[src/rtl/load_store_unit.sv]
// Handshaked load/store unit: decodes funct3, drives aligned bus beats with byte
// enables, splits word-crossing accesses into two beats and extends load data.
module load_store_unit #(
  parameter int DATA_W         = 32,
  parameter int ADDR_W         = 32,
  parameter int MISALIGN_SPLIT = 1
) (
  input  logic              clk,
  input  logic              rst,
  input  logic              req_valid,
  output logic              req_ready,
  input  logic              req_we,
  input  logic [2:0]        req_f3,
  input  logic [ADDR_W-1:0] req_addr,
  input  logic [DATA_W-1:0] req_wdata,
  output logic              rsp_valid,
  output logic              rsp_err,
  output logic [DATA_W-1:0] rsp_rdata,
  output logic              mem_valid,
  input  logic              mem_ready,
  output logic              mem_we,
  output logic [ADDR_W-1:0] mem_addr,
  output logic [DATA_W/8-1:0] mem_be,
  output logic [DATA_W-1:0] mem_wdata,
  input  logic              mem_rvalid,
  input  logic [DATA_W-1:0] mem_rdata,
  output logic [2:0]        dbg_state
);
  localparam int NB    = DATA_W / 8;
  localparam int OFF_W = $clog2(NB);

  // Handshakes: core request is taken on req_valid && req_ready (IDLE only);
  // a bus beat completes on mem_valid && mem_ready and its read data arrives
  // on mem_rvalid in RSP0/RSP1; rsp_valid is a single-cycle pulse in DONE.
  typedef enum logic [2:0] {
    S_IDLE, S_REQ0, S_RSP0, S_REQ1, S_RSP1, S_DONE
  } state_t;

  state_t r_state, w_state_nxt;

  logic              r_we, r_uns, r_cross, r_err;
  logic [1:0]        r_sz;
  logic [OFF_W-1:0]  r_off;
  logic [ADDR_W-1:0] r_base;
  logic [DATA_W-1:0] r_wdata;
  logic [2*DATA_W-1:0] r_rbuf;

  logic              w_dec_ok, w_dec_uns, w_dec_cross, w_dec_err;
  logic [1:0]        w_dec_sz;
  logic [3:0]        w_dec_nbytes;
  logic [OFF_W-1:0]  w_dec_off;

  always_comb begin
    w_dec_ok  = 1'b1;
    w_dec_sz  = 2'd0;
    w_dec_uns = 1'b0;
    case (req_f3)
      3'b000: w_dec_sz = 2'd0;
      3'b001: w_dec_sz = 2'd1;
      3'b010: w_dec_sz = 2'd2;
      3'b011: begin w_dec_sz = 2'd3; w_dec_ok = (DATA_W == 64); end
      3'b100: begin w_dec_sz = 2'd0; w_dec_uns = 1'b1; w_dec_ok = !req_we; end
      3'b101: begin w_dec_sz = 2'd1; w_dec_uns = 1'b1; w_dec_ok = !req_we; end
      3'b110: begin w_dec_sz = 2'd2; w_dec_uns = 1'b1; w_dec_ok = !req_we && (DATA_W == 64); end
      default: w_dec_ok = 1'b0;
    endcase
    w_dec_nbytes = 4'd1 << w_dec_sz;
    w_dec_off    = req_addr[OFF_W-1:0];
    w_dec_cross  = (5'(w_dec_off) + 5'(w_dec_nbytes)) > 5'(NB);
    w_dec_err    = !w_dec_ok || (w_dec_cross && (MISALIGN_SPLIT == 0));
  end

  always_comb begin
    w_state_nxt = r_state;
    case (r_state)
      S_IDLE: if (req_valid) w_state_nxt = w_dec_err ? S_DONE : S_REQ0;
      S_REQ0: if (mem_ready) w_state_nxt = !r_we ? S_RSP0 : (r_cross ? S_REQ1 : S_DONE);
      S_RSP0: if (mem_rvalid) w_state_nxt = r_cross ? S_REQ1 : S_DONE;
      S_REQ1: if (mem_ready) w_state_nxt = r_we ? S_DONE : S_RSP1;
      S_RSP1: if (mem_rvalid) w_state_nxt = S_DONE;
      S_DONE: w_state_nxt = S_IDLE;
      default: w_state_nxt = S_IDLE;
    endcase
  end

  always_ff @(posedge clk) begin
    if (rst) begin
      r_state <= S_IDLE;
      r_we    <= 1'b0;
      r_uns   <= 1'b0;
      r_cross <= 1'b0;
      r_err   <= 1'b0;
      r_sz    <= 2'd0;
      r_off   <= '0;
      r_base  <= '0;
      r_wdata <= '0;
      r_rbuf  <= '0;
    end else begin
      r_state <= w_state_nxt;
      if (r_state == S_IDLE && req_valid) begin
        r_we    <= req_we;
        r_uns   <= w_dec_uns;
        r_cross <= w_dec_cross;
        r_err   <= w_dec_err;
        r_sz    <= w_dec_sz;
        r_off   <= w_dec_off;
        r_base  <= {req_addr[ADDR_W-1:OFF_W], {OFF_W{1'b0}}};
        r_wdata <= req_we ? req_wdata : '0;
        r_rbuf  <= '0;
      end
      if (r_state == S_RSP0 && mem_rvalid) r_rbuf[DATA_W-1:0] <= mem_rdata;
      if (r_state == S_RSP1 && mem_rvalid) r_rbuf[2*DATA_W-1:DATA_W] <= mem_rdata;
    end
  end

  // Both beats come from one double-width shift: low half is beat 0, high half beat 1.
  logic [3:0]          w_nbytes;
  logic [NB-1:0]       w_mask;
  logic [2*NB-1:0]     w_be_full;
  logic [2*DATA_W-1:0] w_wd_full;
  logic [DATA_W-1:0]   w_raw, w_keep, w_top, w_ext;
  logic                w_sign, w_beat1;

  always_comb begin
    w_nbytes = 4'd1 << r_sz;
    w_mask   = '0;
    w_keep   = '0;
    for (int b = 0; b < NB; b++) begin
      w_mask[b]         = (b < int'(w_nbytes));
      w_keep[8*b +: 8]  = {8{w_mask[b]}};
    end
    w_be_full = {{NB{1'b0}}, w_mask} << r_off;
    w_wd_full = {{DATA_W{1'b0}}, r_wdata} << {r_off, 3'b000};
    w_raw     = DATA_W'(r_rbuf >> {r_off, 3'b000});
    // Highest kept bit is the sign bit of the loaded value.
    w_top     = w_keep & ~(w_keep >> 1);
    w_sign    = (|(w_raw & w_top)) && !r_uns;
    w_ext     = (w_raw & w_keep) | (w_sign ? ~w_keep : '0);
  end

  assign w_beat1   = (r_state == S_REQ1);
  assign mem_valid = (r_state == S_REQ0) || w_beat1;
  assign mem_we    = mem_valid && r_we;
  assign mem_addr  = !mem_valid ? '0 : (w_beat1 ? r_base + ADDR_W'(NB) : r_base);
  assign mem_be    = !mem_valid ? '0 : (w_beat1 ? w_be_full[2*NB-1:NB] : w_be_full[NB-1:0]);
  assign mem_wdata = !mem_we ? '0 : (w_beat1 ? w_wd_full[2*DATA_W-1:DATA_W] : w_wd_full[DATA_W-1:0]);

  assign req_ready = (r_state == S_IDLE) && !rst;
  assign rsp_valid = (r_state == S_DONE);
  assign rsp_err   = rsp_valid && r_err;
  assign rsp_rdata = (rsp_valid && !r_err && !r_we) ? w_ext : '0;
  assign dbg_state = r_state;
endmodule

[config.mk]
export PLATFORM = sky130hd
export DESIGN_NAME = load_store_unit
export DESIGN_NICKNAME = d
export VERILOG_FILES = /design/src/rtl/load_store_unit.sv
export SDC_FILE = /design/constraint.sdc
export NUM_CORES = 1
export LEC_CHECK = 0
export BUFFER_PORTS_ARGS = -buffer_cell sky130_fd_sc_hd__buf_4
export CAP_MARGIN = 0
export CORE_UTILIZATION = 50
export DETAILED_ROUTE_END_ITERATION = 8
export GPL_TIMING_DRIVEN = 0
export PLACE_DENSITY = 0.77
export SLEW_MARGIN = 20
export SYNTH_ARGS = -nofsm -noshare
export SYNTH_HDL_FRONTEND = slang
export SYNTH_SLANG_ARGS = --single-unit
[constraint.sdc]
create_clock -name clk -period 3.56 [get_ports clk]
set_input_delay 0.178 -clock clk [delete_from_list [all_inputs] [get_ports clk]]
set_output_delay 0.178 -clock clk [all_outputs]
set_load 0.02 [all_outputs]
== Yosys cells after proc, flatten, opt, wreduce, memory -nomap -nowiden ==
Cells that the tools add are included.

* Flip-flop bits (word level): 137
* Logic and storage cells: 97

* $add $sub $neg: 2
* $lt $le $gt $ge: 5
* Eq/ne operators: 16
* Shift-type cells: 5
* Muxes and demuxes: 25
* Bitwise logic cells: 6
* Reductions and logical operators: 27

{| class="wikitable"
|+ Operators with widths
! kind !! count
|-
| 32-bit 2-to-1 mux || 9
|-
| 32-bit AND || 3
|-
| 64-bit 2-to-1 mux || 1
|-
| 32-bit by 5-bit << shifter with 64-bit output || 1
|-
| 64-bit by 5-bit right shift with 32-bit output || 1
|-
| 32-bit by 3-bit adder with 32-bit output (second input constant) || 1
|-
| 31-bit NOT with 32-bit output || 1
|-
| 32-bit NOT || 1
|-
| 32-bit bitwise OR || 1
|-
| 32-bit OR reduction || 1
|-
| 3-bit 2-to-1 mux || 8
|-
| 3-bit equality test (second input constant) || 5
|-
| 3-bit case mux with 5 select lines || 1
|-
| 3-bit by 2-bit equality test with 1-bit output (second input constant) || 4
|-
| 2-bit != test (second input constant) || 5
|-
| 1-bit logical AND || 9
|-
| 1-bit by 4-bit less-than comparator with 1-bit output (first input constant) || 2
|-
| 2-bit by 4-bit less-than comparator with 1-bit output (first input constant) || 2
|-
| 4-bit 2-to-1 mux || 2
|-
| 1-bit by 2-bit << shifter with 4-bit output (first input constant) || 2
|-
| 4-bit by 2-bit << shifter with 8-bit output || 1
|-
| 3-bit by 1-bit equality test with 1-bit output (second input constant) || 2
|-
| 1-bit zero test || 6
|-
| 3-bit zero test || 2
|-
| other kinds (10) || 15
|}

== Depth between registers and ports, before layout ==
Gate-level depths: netlist of run 1.

* Word-level depth: 10
* Gate-level depth with buffers: 11

== Worst setup path after synthesis of run 1 ==
OpenSTA, ideal clock, no wires.

* Kind: register to output
* From: register r_state[0], in the netlist dbg_state[0]
* To: output mem_addr[28]
* Arrival time: 2.181 ns
* Data required time: 3.382 ns
* Setup slack: 1.201 ns
* Stages on the path, launching flop included: 6
* Cell sequence: dfxtp_1 > buf_2 > nand3b_4 > or4_4 > or4_1 > a21oi_1

* Word-level cells in the longest chain between the ends: 3
* Elaborated cells between the ends (all ways): 5
* Those cells by class: 2 x eq/ne; 2 x mux; 1 x reduce/logical

{| class="wikitable"
|+ RTL lines
! what !! line !! text
|-
| start, declared || 39 || <nowiki>state_t r_state, w_state_nxt;</nowiki>
|-
| start signal, assigned || 99 || <nowiki>r_state <= w_state_nxt;</nowiki>
|-
| 3-bit by 2-bit equality test with 1-bit output or 3-bit by 1-bit equality test with 1-bit output (tied branches) || 141, 142 ||
|-
| 32-bit 2-to-1 mux or 1-bit logical OR (tied branches) || 144, 142 ||
|-
| 32-bit 2-to-1 mux * || 144 || <nowiki>assign mem_addr = !mem_valid ? '0 : (w_beat1 ? r_base + ADDR_W'(NB) : r_base);</nowiki>
|-
| end, declared || 22 || <nowiki>output logic [ADDR_W-1:0] mem_addr,</nowiki>
|}

Every way passes the cells marked *; elsewhere a longest branch is shown, timed or not.

== Final worst setup path of run 1 ==
* From: register r_off[1]
* To: output mem_wdata[25]

* Word-level cells in the longest chain between the ends: 3

{| class="wikitable"
|+ RTL lines
! what !! line !! text
|-
| start, declared || 43 || <nowiki>logic [OFF_W-1:0] r_off;</nowiki>
|-
| start signal, assigned || 106 || <nowiki>r_off <= w_dec_off;</nowiki>
|-
| 32-bit by 5-bit << shifter with 64-bit output || 133 || <nowiki>w_wd_full = {{DATA_W{1'b0}}, r_wdata} << {r_off, 3'b000};</nowiki>
|-
| 32-bit 2-to-1 mux (2 in a row) || 146 || <nowiki>assign mem_wdata = !mem_we ? '0 : (w_beat1 ? w_wd_full[2*DATA_W-1:DATA_W] : w_wd_full[DATA_W-1:0]);</nowiki>
|-
| end, declared || 24 || <nowiki>output logic [DATA_W-1:0] mem_wdata,</nowiki>
|}

No other way between the ends.

==> results by stage, run 1 <==
Cells and area:
- The final core area utilization is between 60% and 70%.
- The antenna diode count is 0.
- For this run, the post-layout net count is about 1400.
- The synthesis-to-finish area growth is 32.76%.
- Cells with a size suffix above 1 make up 23.44% of the layout.
- The number of inserted filler cells in the final layout is 1297.

Clock tree:
- Buffers inserted to repair hold after CTS numbered 14.
- TritonCTS built the clock tree.
- The clock transition time at the flip-flop clock pins of the worst setup and hold paths is approximately 0.05 ns.
- The number of setup buffers added after CTS is 0.
- The count of clock tree sinks is around 130.
- In this run, CTS created clock tree buffers numbering 17.
- The root buffer cell is sky130_fd_sc_hd__clkbuf_16.
- CTS built an H-tree with a depth of 4.
- The clock passes through at most 2 buffers.
- Gates resized during post-CTS repair numbered 0.
- For the worst-skew pair, the clock arrives at the later sink with an insertion delay of 0.43 ns.

Floorplanning:
- The core region is 15310 µm².
- The floorplan step defined a die boundary enclosing 16280 µm².
- The die outline width is 127.6 µm.
- The number of core rows is 45.
- 213 I/O pins were placed.
- From bottom edge to top edge, the die measures roughly 130 µm.
- Once the floorplan was initialized, standard cells occupied 51.50% of the core.

Synthesis:
- The sequential element share of the synthesized area is around 33%.
- The post-synthesis area per instance is around 7.7 µm².
- The synthesized design contains 0 enable-type register cells.
- The Yosys warning count is 0.
- After synthesis, the share of flip-flops with an asynchronous set or reset is 0%.
- After synthesis, the cell types taking the most area are sky130_fd_sc_hd__dfxtp_1 33%, sky130_fd_sc_hd__a21oi_1 11%, sky130_fd_sc_hd__mux4_2 9.1%.
- Counting instances in the post-synthesis netlist gives the leading cell types as 172 x sky130_fd_sc_hd__a21oi_1, 170 x sky130_fd_sc_hd__nand2_1, 129 x sky130_fd_sc_hd__dfxtp_1.
- The most used flip-flop cell after synthesis is sky130_fd_sc_hd__dfxtp_1.
- Synthesis produced 1030 cells.
- Among all cell types in the netlist, the one instantiated most often is sky130_fd_sc_hd__a21oi_1.
- Summed over all instances, the cell type with the most area after synthesis is sky130_fd_sc_hd__dfxtp_1.
- The cell area that synthesis handed to floorplanning was 7888 µm².
- The share of the synthesized area in the top cell type is 32.74%.
- The total of flip-flops plus latches after synthesis is 129.
- After synthesis, the netlist uses between 50 and 60 different library cells.

Setup path:
- Data arrives at the worst endpoint at 2.99 ns.
- The endpoint type of the worst setup path is a primary output.
- Traced cell by cell, the critical path runs through buf_2 -> buf_2 -> buf_1 -> clkbuf_1 -> nor2_1 -> a211oi_1 -> buf_4.
- The endpoint required time on the critical path is 3.38 ns.
- The slowest stage of the critical path belongs to the cell sky130_fd_sc_hd__buf_1.
- Of all nets on the critical path, the largest fanout is 10.
- The largest stage delay on the critical path is approximately 0.61 ns.
- The kind of launch point of the worst setup path is a flip-flop.
- The cell seen most often among critical-path stages is sky130_fd_sc_hd__buf_2.
- The worst setup path is of the reg -> out kind.

Timing:
- The share of the clock period used by the worst path is 88.99%.
- The slew at the pin closest to its max-slew limit is 0.9787 ns.
- The clock period could shrink to around 3.2 ns.
- Setup repair after global routing left no endpoint under its margin.
- The worst pin sits at a relative slew slack of 34.75%.
- The final max-slew violation count is 0.
- The number of hold violations in the final report is 0.
- The clock skew is around 0.011 ns.
- The achievable clock frequency is 0.3157 GHz.
- The final setup violation count is 0.
- The setup TNS is 0 ns.

Power and ir drop:
- The power density over cell area is 565.3 nW/µm².
- Across the VDD grid, the largest voltage drop is between 0.4 and 0.5 mV.
- In this run the static leakage power is 0.003870 µW.

Route:
- The total detailed-routing wirelength is 28.25 mm.
- The detailed router placed 9074 vias in this run.
- After detailed routing, the number of vias per cell comes to 6.070.
- Once detail routing completed, the nets flagged for antenna violations numbered 0.
- The final routed DRC violation total is 0.
- The detailed router finished its first iteration with 1019 violations.
- The number of detailed-route iterations in the first pass is 7.
- In the final routed layout, each cell accounts on average for 18.89 µm.

GRT:
- The initial antenna violation count came to 0.
- Entering global routing, the biggest net connects 17 pins.
- The number of global-route vias before repair is 8315.
- The total routing usage reported by global routing is 34.78%.
- The wire length of the first global-routing pass is 43.22 mm.
- Summed over all layers, the global routing overflow is 0.

Job:
- The max-cap check violation count is 0.

Place:
- Routability-driven placement finished with a final weighted congestion of roughly 0.94.
- Buffers placed on the I/O ports in this run total 208.
- Detailed placement ended at an HPWL of just over 20 mm.

Min path:
- The class of the tightest hold or removal check is in -> reg.

Run status:
- The flow ran to the end, and the final reports show no timing, DRC or antenna violations.
==> metal layers <==
metal	part of all wire, %	routed length (µm)	GRT usage (%)
met1	39	10970	44.62
met2	45	12830	53.97
met3	11	3004	7.747
met4	5.1	1440	20.35
met5	0	0	0
==> where the power goes <==
group | total, µW | switching [µW] | internal [µW]
Clock | 1840 | 669 | 1170
Sequential | 1860 | 215 | 1640
Combinational | 2220 | 1470 | 754
==> flip-flops by register name (all words and copies together), names as in the netlist <==
signal	cells
r_rbuf	56
r_wdata	32
r_base	30
dbg_state	3
r_off	2
r_sz	2
r_cross	1
r_err	1
r_uns	1
r_we	1
==> worst max-delay path: cells and delay by family (launching register included) <==
kind,cells,cell delay (ns)
buffers and inverters,5,1.81
DFF,1,0.30
AOI/OAI and AO/OA,1,0.35
and+or+nand+nor,1,0.10
==> stage by stage <==
| step | total power, µW | hold WS, ns | setup slack, ns | cell area (µm²) | std cells |
|---|---|---|---|---|---|
| 3_3_place_gp | 3996 | 0.4282 | 0.8542 | 9717 | 1450 |
| 4_1_cts | 5862 | 0.0003838 | 0.4301 | 10470 | 1495 |
| 2_1_floorplan | 3242 | 0.3140 | 1.201 | 7891 | 1031 |
| 5_1_grt | 6178 | 0.009194 | 0.2426 | 10470 | 1495 |
| 6_report | 5920 | 0.002275 | 0.3920 | 10470 | 1495 |
| 3_5_place_dp | 4033 | 0.4356 | 0.8753 | 9717 | 1450 |
==> layout by cell type, fill, tap and decap left out, types with 13 or more instances in the layout <==
master                          count
sky130_fd_sc_hd__buf_4            210
sky130_fd_sc_hd__a21oi_1          172
sky130_fd_sc_hd__nand2_1          170
sky130_fd_sc_hd__dfxtp_1          129
sky130_fd_sc_hd__nand3_1          104
sky130_fd_sc_hd__clkbuf_1          77
sky130_fd_sc_hd__nor2_1            42
sky130_fd_sc_hd__o21ai_0           38
sky130_fd_sc_hd__mux4_2            32
sky130_fd_sc_hd__inv_1             31
sky130_fd_sc_hd__mux2i_1           20
sky130_fd_sc_hd__or3_1             17
sky130_fd_sc_hd__clkbuf_16         17
sky130_fd_sc_hd__dlygate4sd3_1     14
sky130_fd_sc_hd__nor3_1            13
==> kinds of logic after synthesis <==
kind of cell             Yosys count  synth area share [%]
AND/OR/NAND/NOR                  432                 26.87
flip-flops                       129                 32.74
buffers and inverters            129                 6.615
other                              1               0.04754
adder cells (fa/ha/maj)            9                 1.523
multiplexers                      61                 12.96
AO/OA/AOI/OAI                    258                 18.02
XOR/XNOR                          11                 1.221
==> layout make-up <==
type                            instances  area (µm²)  area share [%]
Sequential cell                       129        2582           24.66
Multi-Input combinational cell        773        4787           45.72
Tap cell                              211       264.0           2.521
Clock inverter                          9       130.1           1.243
Clock buffer                           22       484.2           4.624
Timing Repair Buffer                  222        1702           16.25
Inverter                               31       116.4           1.111
Buffer                                 98       405.4           3.871
==> path summary, 6_finish.rpt <==
check | slack (ns) | cells past startpoint | from | endpoint
max | 0.39 | 7 | r_off[1] | mem_wdata[25]
max reg2reg | 0.90 | 6 | dbg_state[1] | r_uns
min | 0.002 | 3 | req_addr[31] | r_base[31]
min reg2reg | 0.47 | 2 | r_err | r_err
Power figures use the tool's default switching activity.
==> run 2, diff against run 1 <==
Settings changed: CORE_UTILIZATION 50 to 45, PLACE_DENSITY 0.77 to 0.7.
==> results by stage, run 2 (synthesis results as in run 1) <==
Cells and area:
- The fraction of layout instances using a drive strength above 1 is 23.42% (about the same).
- The flip-flop count of the largest register after layout is 56 (unchanged).
- Leaving out fill and tap cells, the most frequent cell in the layout is sky130_fd_sc_hd__buf_4.
- Counting flops per register, the top entry is r_rbuf.
- The non-filler instance count after layout is 1506 (+0.74%).
- The layout net count came to 1382 (-0.29%).
- In the layout the commonest cells are 210 x sky130_fd_sc_hd__buf_4, 172 x sky130_fd_sc_hd__a21oi_1, 170 x sky130_fd_sc_hd__nand2_1, 129 x sky130_fd_sc_hd__dfxtp_1, 104 x sky130_fd_sc_hd__nand3_1.
- In the final layout, the registers with the most flip-flops are r_rbuf (56), r_wdata (32), r_base (30).
- The area growth from synthesis to layout is 31.96%.
- The antenna diode count is 0 (unchanged).

Min path:
- The count of cells along the worst hold path is 3 (unchanged).
- The hold path startpoint is req_addr[18].
- The tightest min-delay check is of the in -> reg type.
- The endpoint with the worst hold slack is r_base[18].

Setup path:
- The cell at the slowest stage of the critical path is sky130_fd_sc_hd__buf_1.
- Walking the worst path, the cells encountered are buf_2 -> buf_2 -> buf_1 -> clkbuf_1 -> o21ai_0 -> nor3_1 -> buf_4.
- The kind of launch point of the worst setup path is a flip-flop.
- The cell seen most often among critical-path stages is sky130_fd_sc_hd__buf_2.
- The cell depth of the worst flop-to-flop path came to 6 (unchanged).
- The largest stage delay on the critical path is 0.60 ns (about the same).
- The start of the worst register-to-register path is dbg_state[1].
- The highest fanout seen on the critical path is 10 (unchanged).
- The worst-case register-to-register setup slack is 1.01 ns (+0.11 ns).
- The worst setup path is captured at a primary output.
- The endpoint required time on the critical path is 3.38 ns (about the same).
- The endpoint arrival time on the critical path is 3.06 ns (+0.07 ns).
- The cell family contributing the most delay on the critical path is buffers and inverters.
- The count of buffer and inverter cells on the critical path is 5 (unchanged).
- The worst setup path category is reg -> out.
- The endpoint identified for the worst register-to-register timing path is r_uns.

Route:
- The residual antenna-violating net count after detailed routing is 0 (unchanged).
- The routed via count divided by cell count was 5.930 (-2.3%).
- The met1 layer wirelength in the final routing is 11.71 mm (+6.7%).
- The routed wire length on met2 came to 12.97 mm (+1.1%).
- The final routed DRC violation total is 0 (unchanged).
- The total detailed-routing wirelength is 28.37 mm (+0.45%).
- The number of detailed-route iterations in the first pass came to 6 (-1).
- The wire length on met3 is 2.494 mm (-17%).
- The number of DRC markers in iteration 0 is 920 (-9.7%).
- The detailed-route wire length per cell was 18.84 µm (-0.28%).
- The overall via count from detail_route is 8931 (-1.6%).
- The highest routed metal layer is met4.

Timing:
- The clock skew is 0.006865 ns (-0.004487 ns).
- The final setup violation count is 0 (unchanged).
- The slew at the pin closest to its max-slew limit is 1.025 ns (+0.04589 ns).
- The clock period minus worst slack came to 3.233 ns (+0.06536 ns).
- The share of the clock period used by the worst path was 90.82% (+1.8 points).
- The achievable clock frequency was 0.3093 GHz (-2.0%).
- Setup repair after global routing left no endpoint under its margin.
- The number of hold violations in the final report is 0 (unchanged).
- The setup TNS is 0 ns (unchanged).
- The max-slew headroom at the worst pin is 31.69% (-3.1 points).
- The final max-slew violation count came to 0 (unchanged).

GRT:
- The number of global-route vias before repair was 8233 (-0.99%).
- The maximum number of pins on one net before global-route repair is 17 (unchanged).
- The total global routing overflow came to 0 (unchanged).
- The total routing usage reported by global routing is 31.36% (-3.4 points).
- The initial antenna violation count was 0 (unchanged).
- The wire length of the first global-routing pass was 43.44 mm (+0.51%).

Clock tree:
- TritonCTS built the clock tree.
- The number of gates resized after CTS is 0 (unchanged).
- The number of clock buffers inserted by TritonCTS is 17 (unchanged).
- The number of setup buffers added after CTS is 0 (unchanged).
- The clock latency on the worst-skew pair is 0.43 ns (about the same).
- The maximum number of buffers from clock root to sink came to 2 (unchanged).
- The level count of the clock H-tree was 4 (unchanged).
- CTS placed an instance of sky130_fd_sc_hd__clkbuf_16 at the clock tree root.
- The clock transition time at the flip-flop clock pins of the worst setup and hold paths is 0.06 ns (about the same).
- The count of clock tree sinks came to 129 (unchanged).
- The cts-stage hold buffer count was 10 (-4).

Power and ir drop:
- The internal power summed over all cells is 3457 µW (-3.1%).
- The peak supply drop is 0.4569 mV (-2.8%).
- The static leakage is 0.003835 µW (-0.91%).
- The sequential cell fraction of total power is 32.2% (+0.8 points).
- The share of power burned in combinational logic is 38.0% (+0.5 points).
- The switching power is 2341 µW (-0.47%).
- The share of total power in the clock network came to 29.8% (-1.3 points).
- The power density over cell area came to 557.1 nW/µm² (-1.5%).
- The switching share of total power is 40.37% (+0.64 points).

Place:
- The post-DP HPWL came to 20.99 mm (+2.1%).
- The total of buffers placed on input and output ports was 208 (unchanged).
- The weighted congestion at the end of routability-driven global placement came to 0.9489 (+0.59%).
- The placed instance count is 1464 (+0.97%).

Floorplanning:
- The area inside the core boundary came to 17180 µm² (+12%).
- The die outline width came to 134.4 µm (+5.3%).
- The die height is 134.4 µm (+5.3%).
- The area of the die is 18060 µm² (+11%).
- The count of boundary I/O pins is 213 (unchanged).
- The initial standard-cell utilization of the core was 45.92% (-5.6 points).
- The number of core rows is 48 (+6.7%).

Run status:
- The run finished with clean final reports.

Job:
- The max-cap check violation count is 0 (unchanged).
run 2: cell count changes in the layout (fill, tap and decap cells not counted), sizes merged:
| cell | change |
|---|---|
| clkinv | +2 |
| bufinv | -1 |
| dlygate4sd3 | -4 |
run 2: power by group through the flow:
| stage | registers [µW] | clock network (µW) | logic [µW] |
|---|---|---|---|
| floorplan | 1820 | 0 | 1420 |
| global placement | 1880 | 0 | 2140 |
| detailed placement | 1880 | 0 | 2160 |
| CTS | 1850 | 1720 | 2180 |
| global route | 1890 | 1800 | 2380 |
| finish | 1870 | 1730 | 2210 |
run 2: tightest hold or removal path: stages:
cell and delay (ns):
sky130_fd_sc_hd__buf_4 0.11, sky130_fd_sc_hd__nand2_1 0.05, sky130_fd_sc_hd__a21oi_1 0.05
run 2: metrics by stage:
| step | area (µm²) | util, % | worst slack [ns] | hold slack, ns | power (µW) |
|---|---|---|---|---|---|
| floorplan | 7891 | - | 1.201 | 0.3140 | 3242 |
| global placement | 9734 | 56.67 | 0.8365 | 0.4269 | 4018 |
| detailed placement | 9734 | 56.67 | 0.9055 | 0.4315 | 4044 |
| CTS | 10410 | 60.60 | 0.4354 | 0.0004425 | 5756 |
| global route | 10410 | 60.60 | 0.1464 | 0.007336 | 6071 |
| finish | 10410 | 60.60 | 0.3267 | 0.001971 | 5798 |
run 2: how the worst max path moves through the flow:
| stage | to | depth (start not counted) | from |
|---|---|---|---|
| after floorplan | mem_addr[28] | 5 | dbg_state[0] |
| after global placement | mem_be[3] | 7 | r_off[1] |
| after detailed placement | mem_be[3] | 7 | r_off[1] |
| after CTS | rsp_rdata[26] | 7 | dbg_state[0] |
| after global routing | mem_be[3] | 7 | r_off[1] |
| final | mem_be[3] | 7 | r_off[1] |
run 2: layer usage:
layer,global-route usage [%],up-vias
met4,16.35,0
met3,6.236,96
met1,41.20,4179
li1,-,4138
met2,48.73,518
met5,0,-
run 2: cell type report:
cell class              instances  area [µm²]
clock inverters                10       110.1
multi-input cells             773        4787
clock buffers                  22       464.2
well taps                     225       281.5
fillers                      1608        6768
repair buffers                218        1662
plain buffers                  98       405.4
inverters                      31       116.4
flip-flops and latches        129        2582
==> run 3, diff against run 2 <==
Settings changed: CTS_BUF_LIST set to sky130_fd_sc_hd__clkbuf_4 sky130_fd_sc_hd__clkbuf_8.
Clock period 3.56 ns to 3.9 ns, I/O delays scaled along.
==> results by stage, run 3 (synthesis results as in run 1) <==
Clock tree:
- The level count of the clock H-tree is 4 (unchanged).
- The tree is rooted in a sky130_fd_sc_hd__clkbuf_8.
- The maximum number of buffers from clock root to sink is 2 (unchanged).
- The cts-stage hold buffer count is 49 (+39).
- The number of gates resized after CTS is 0 (unchanged).
- The count of clock tree sinks is 129 (unchanged).
- The number of setup buffers added after CTS is 0 (unchanged).
- The clock transition time at the flip-flop clock pins of the worst setup and hold paths is 0.07 ns (about the same).
- TritonCTS built the clock tree.
- The clock latency on the worst-skew pair is 0.45 ns (+0.02 ns).
- The number of clock buffers inserted by TritonCTS is 17 (unchanged).

Route:
- The number of detailed-route iterations in the first pass came to 6 (unchanged).
- The detailed-route wire length per cell came to 18.48 µm (-1.9%).
- The residual antenna-violating net count after detailed routing is 0 (unchanged).
- The routed via count divided by cell count was 5.837 (-1.6%).
- The final routed DRC violation total is 0 (unchanged).
- The overall via count from detail_route is 9018 (+0.97%).
- The number of DRC markers in iteration 0 was 854 (-7.2%).
- The total detailed-routing wirelength was 28.56 mm (+0.65%).

Cells and area:
- The final core area utilization is 61.82% (+1.2 points).
- The largest registers in the layout are r_rbuf (56), r_wdata (32), r_base (30).
- The antenna diode count came to 0 (unchanged).
- The flip-flop count of the largest register after layout is 56 (unchanged).
- The area growth from synthesis to layout is 34.63%.
- Leaving out fill and tap cells, the most frequent cell in the layout is sky130_fd_sc_hd__buf_4.
- The layout net count was 1421 (+2.8%).
- The library cells used most frequently in the layout, excluding fill and tap cells, are 210 x sky130_fd_sc_hd__buf_4, 172 x sky130_fd_sc_hd__a21oi_1, 170 x sky130_fd_sc_hd__nand2_1, 129 x sky130_fd_sc_hd__dfxtp_1, 104 x sky130_fd_sc_hd__nand3_1.
- The fraction of layout instances using a drive strength above 1 was 22.95% (-0.46 points).
- The largest register by flop count is r_rbuf.
- The non-filler instance count after layout is 1545 (+2.6%).
- The number of inserted filler cells in the final layout was 1581 (-1.7%).

Timing:
- The final setup violation count is 0 (unchanged).
- The hold slack is 0.009026 ns (+0.007055 ns).
- The share of the clock period used by the worst path is 84.59%.
- The final max-slew violation count was 0 (unchanged).
- The number of hold violations in the final report is 0 (unchanged).
- The achievable clock frequency is 0.3031 GHz.
- The slew at the pin closest to its max-slew limit is 1.016 ns (-0.008241 ns).
- The clock skew came to 0.009384 ns (+0.002519 ns).
- Setup repair after global routing left no endpoint under its margin.
- Counting I/O delays and the setup requirement, the final critical path takes 3.299 ns.
- The setup TNS came to 0 ns (unchanged).
- The max-slew headroom at the worst pin was 32.24% (+0.55 points).

GRT:
- The number of global-route vias before repair is 8326 (+1.1%).
- The total global routing overflow was 0 (unchanged).
- The wire length of the first global-routing pass is 43.71 mm (+0.62%).
- The maximum number of pins on one net before global-route repair is 17 (unchanged).
- The total routing usage reported by global routing came to 31.44% (+0.076 points).
- The initial antenna violation count came to 0 (unchanged).

Place:
- The weighted congestion at the end of routability-driven global placement is 0.9489 (unchanged).
- The post-DP HPWL was 20.99 mm (unchanged).
- The placed instance count is 1464 (unchanged).
- The total of buffers placed on input and output ports was 208 (unchanged).

Power and ir drop:
- The internal power summed over all cells came to 2829 µW (-18%).
- The share of power burned in combinational logic is 41.6% (+3.6 points).
- The switching share of total power is 42.45% (+2.1 points).
- The sequential cell fraction of total power is 34.6% (+2.4 points).
- The share of total power in the clock network came to 23.8% (-6.0 points).
- The power density over cell area is 462.9 nW/µm² (-17%).
- The switching power is 2087 µW (-11%).
- The total design power was 4915 µW (-15%).
- The static leakage is 0.003921 µW (+2.2%).
- The peak supply drop is 0.2807 mV (-39%).

Floorplanning:
- The area of the die is 18060 µm² (unchanged).
- The initial standard-cell utilization of the core came to 45.92% (unchanged).
- The count of boundary I/O pins came to 213 (unchanged).
- The die height is 134.4 µm (unchanged).
- The number of core rows came to 48 (unchanged).
- The die outline width is 134.4 µm (unchanged).
- The area inside the core boundary came to 17180 µm² (unchanged).

Setup path:
- The worst setup path is captured at a primary output.
- The worst setup path category is reg -> out.
- The most numerous cell type found on the critical path is sky130_fd_sc_hd__buf_2.
- The cell at the slowest stage of the critical path is sky130_fd_sc_hd__buf_1.
- The worst-case register-to-register setup slack is 1.36 ns (+0.35 ns).
- The highest fanout seen on the critical path came to 10 (unchanged).
- The critical path goes through buf_2 -> buf_2 -> buf_1 -> clkbuf_1 -> o21ai_0 -> nor3_1 -> buf_4.
- The endpoint arrival time on the critical path is 3.10 ns (+0.04 ns).
- The largest stage delay on the critical path is 0.62 ns (+0.02 ns).
- STA classifies the critical path startpoint as a flip-flop.
- The endpoint required time on the critical path came to 3.70 ns (+0.32 ns).

Job:
- The max-cap check violation count is 0 (unchanged).

Run status:
- The flow ran to the end, and the final reports show no timing, DRC or antenna violations.

Min path:
- The path class of the tightest hold or removal check is in -> reg.
==> run 3: cell types whose count changed in the layout (fill, tap and decap cells not counted), sizes merged <==
cell         previous run  this run
dlygate4sd3            10        49
==> run 3: path summary, 6_finish.rpt <==
check / start / endpoint / depth (start not counted)
max: r_off[1] / mem_be[3] / 7
min: req_addr[6] / r_base[6] / 3
max reg2reg: dbg_state[1] / r_uns / 6
min reg2reg: r_err / r_err / 2
==> run 3: metrics by stage <==
step	area [µm²]	setup slack, ns
2_1_floorplan	7891	1.524
3_3_place_gp	9734	1.159
3_5_place_dp	9734	1.229
4_1_cts	10620	0.7309
5_1_grt	10620	0.4662
6_report	10620	0.6010
==> run 3: per-layer routing <==
metal	GRT usage (%)	up-vias	wire length (µm)
li1	-	4217	-
met1	41.51	4187	11860
met2	49.17	525	13200
met3	5.745	89	2330
met4	15.98	0	1161
met5	0	-	0
==> run 3: cell type report <==
| class | count | area (µm²) | share of cell area [%] |
|---|---|---|---|
| Sequential cell | 129 | 2582 | 24.32 |
| Timing Repair Buffer | 257 | 2052 | 19.32 |
| Tap cell | 225 | 281.5 | 2.651 |
| Multi-Input combinational cell | 773 | 4787 | 45.08 |
| Clock buffer | 22 | 284.0 | 2.675 |
| Clock inverter | 10 | 110.1 | 1.037 |
| Buffer | 98 | 405.4 | 3.818 |
| Inverter | 31 | 116.4 | 1.096 |
==> run 3: worst max-delay path: cells and delay by family, from the launching register on <==
kind                   cells  cell delay, ns
AOI/OAI and AO/OA          1            0.16
and+or+nand+nor            1            0.37
DFF                        1            0.31
buffers and inverters      5            1.81
==> run 3: power groups by stage <==
stage	logic, µW	registers (µW)	clock network (µW)
final	2040	1700	1170
after detailed placement	1970	1720	0
after global placement	1950	1710	0
after floorplan	1290	1670	0
after CTS	2020	1690	1170
after global routing	2210	1720	1230
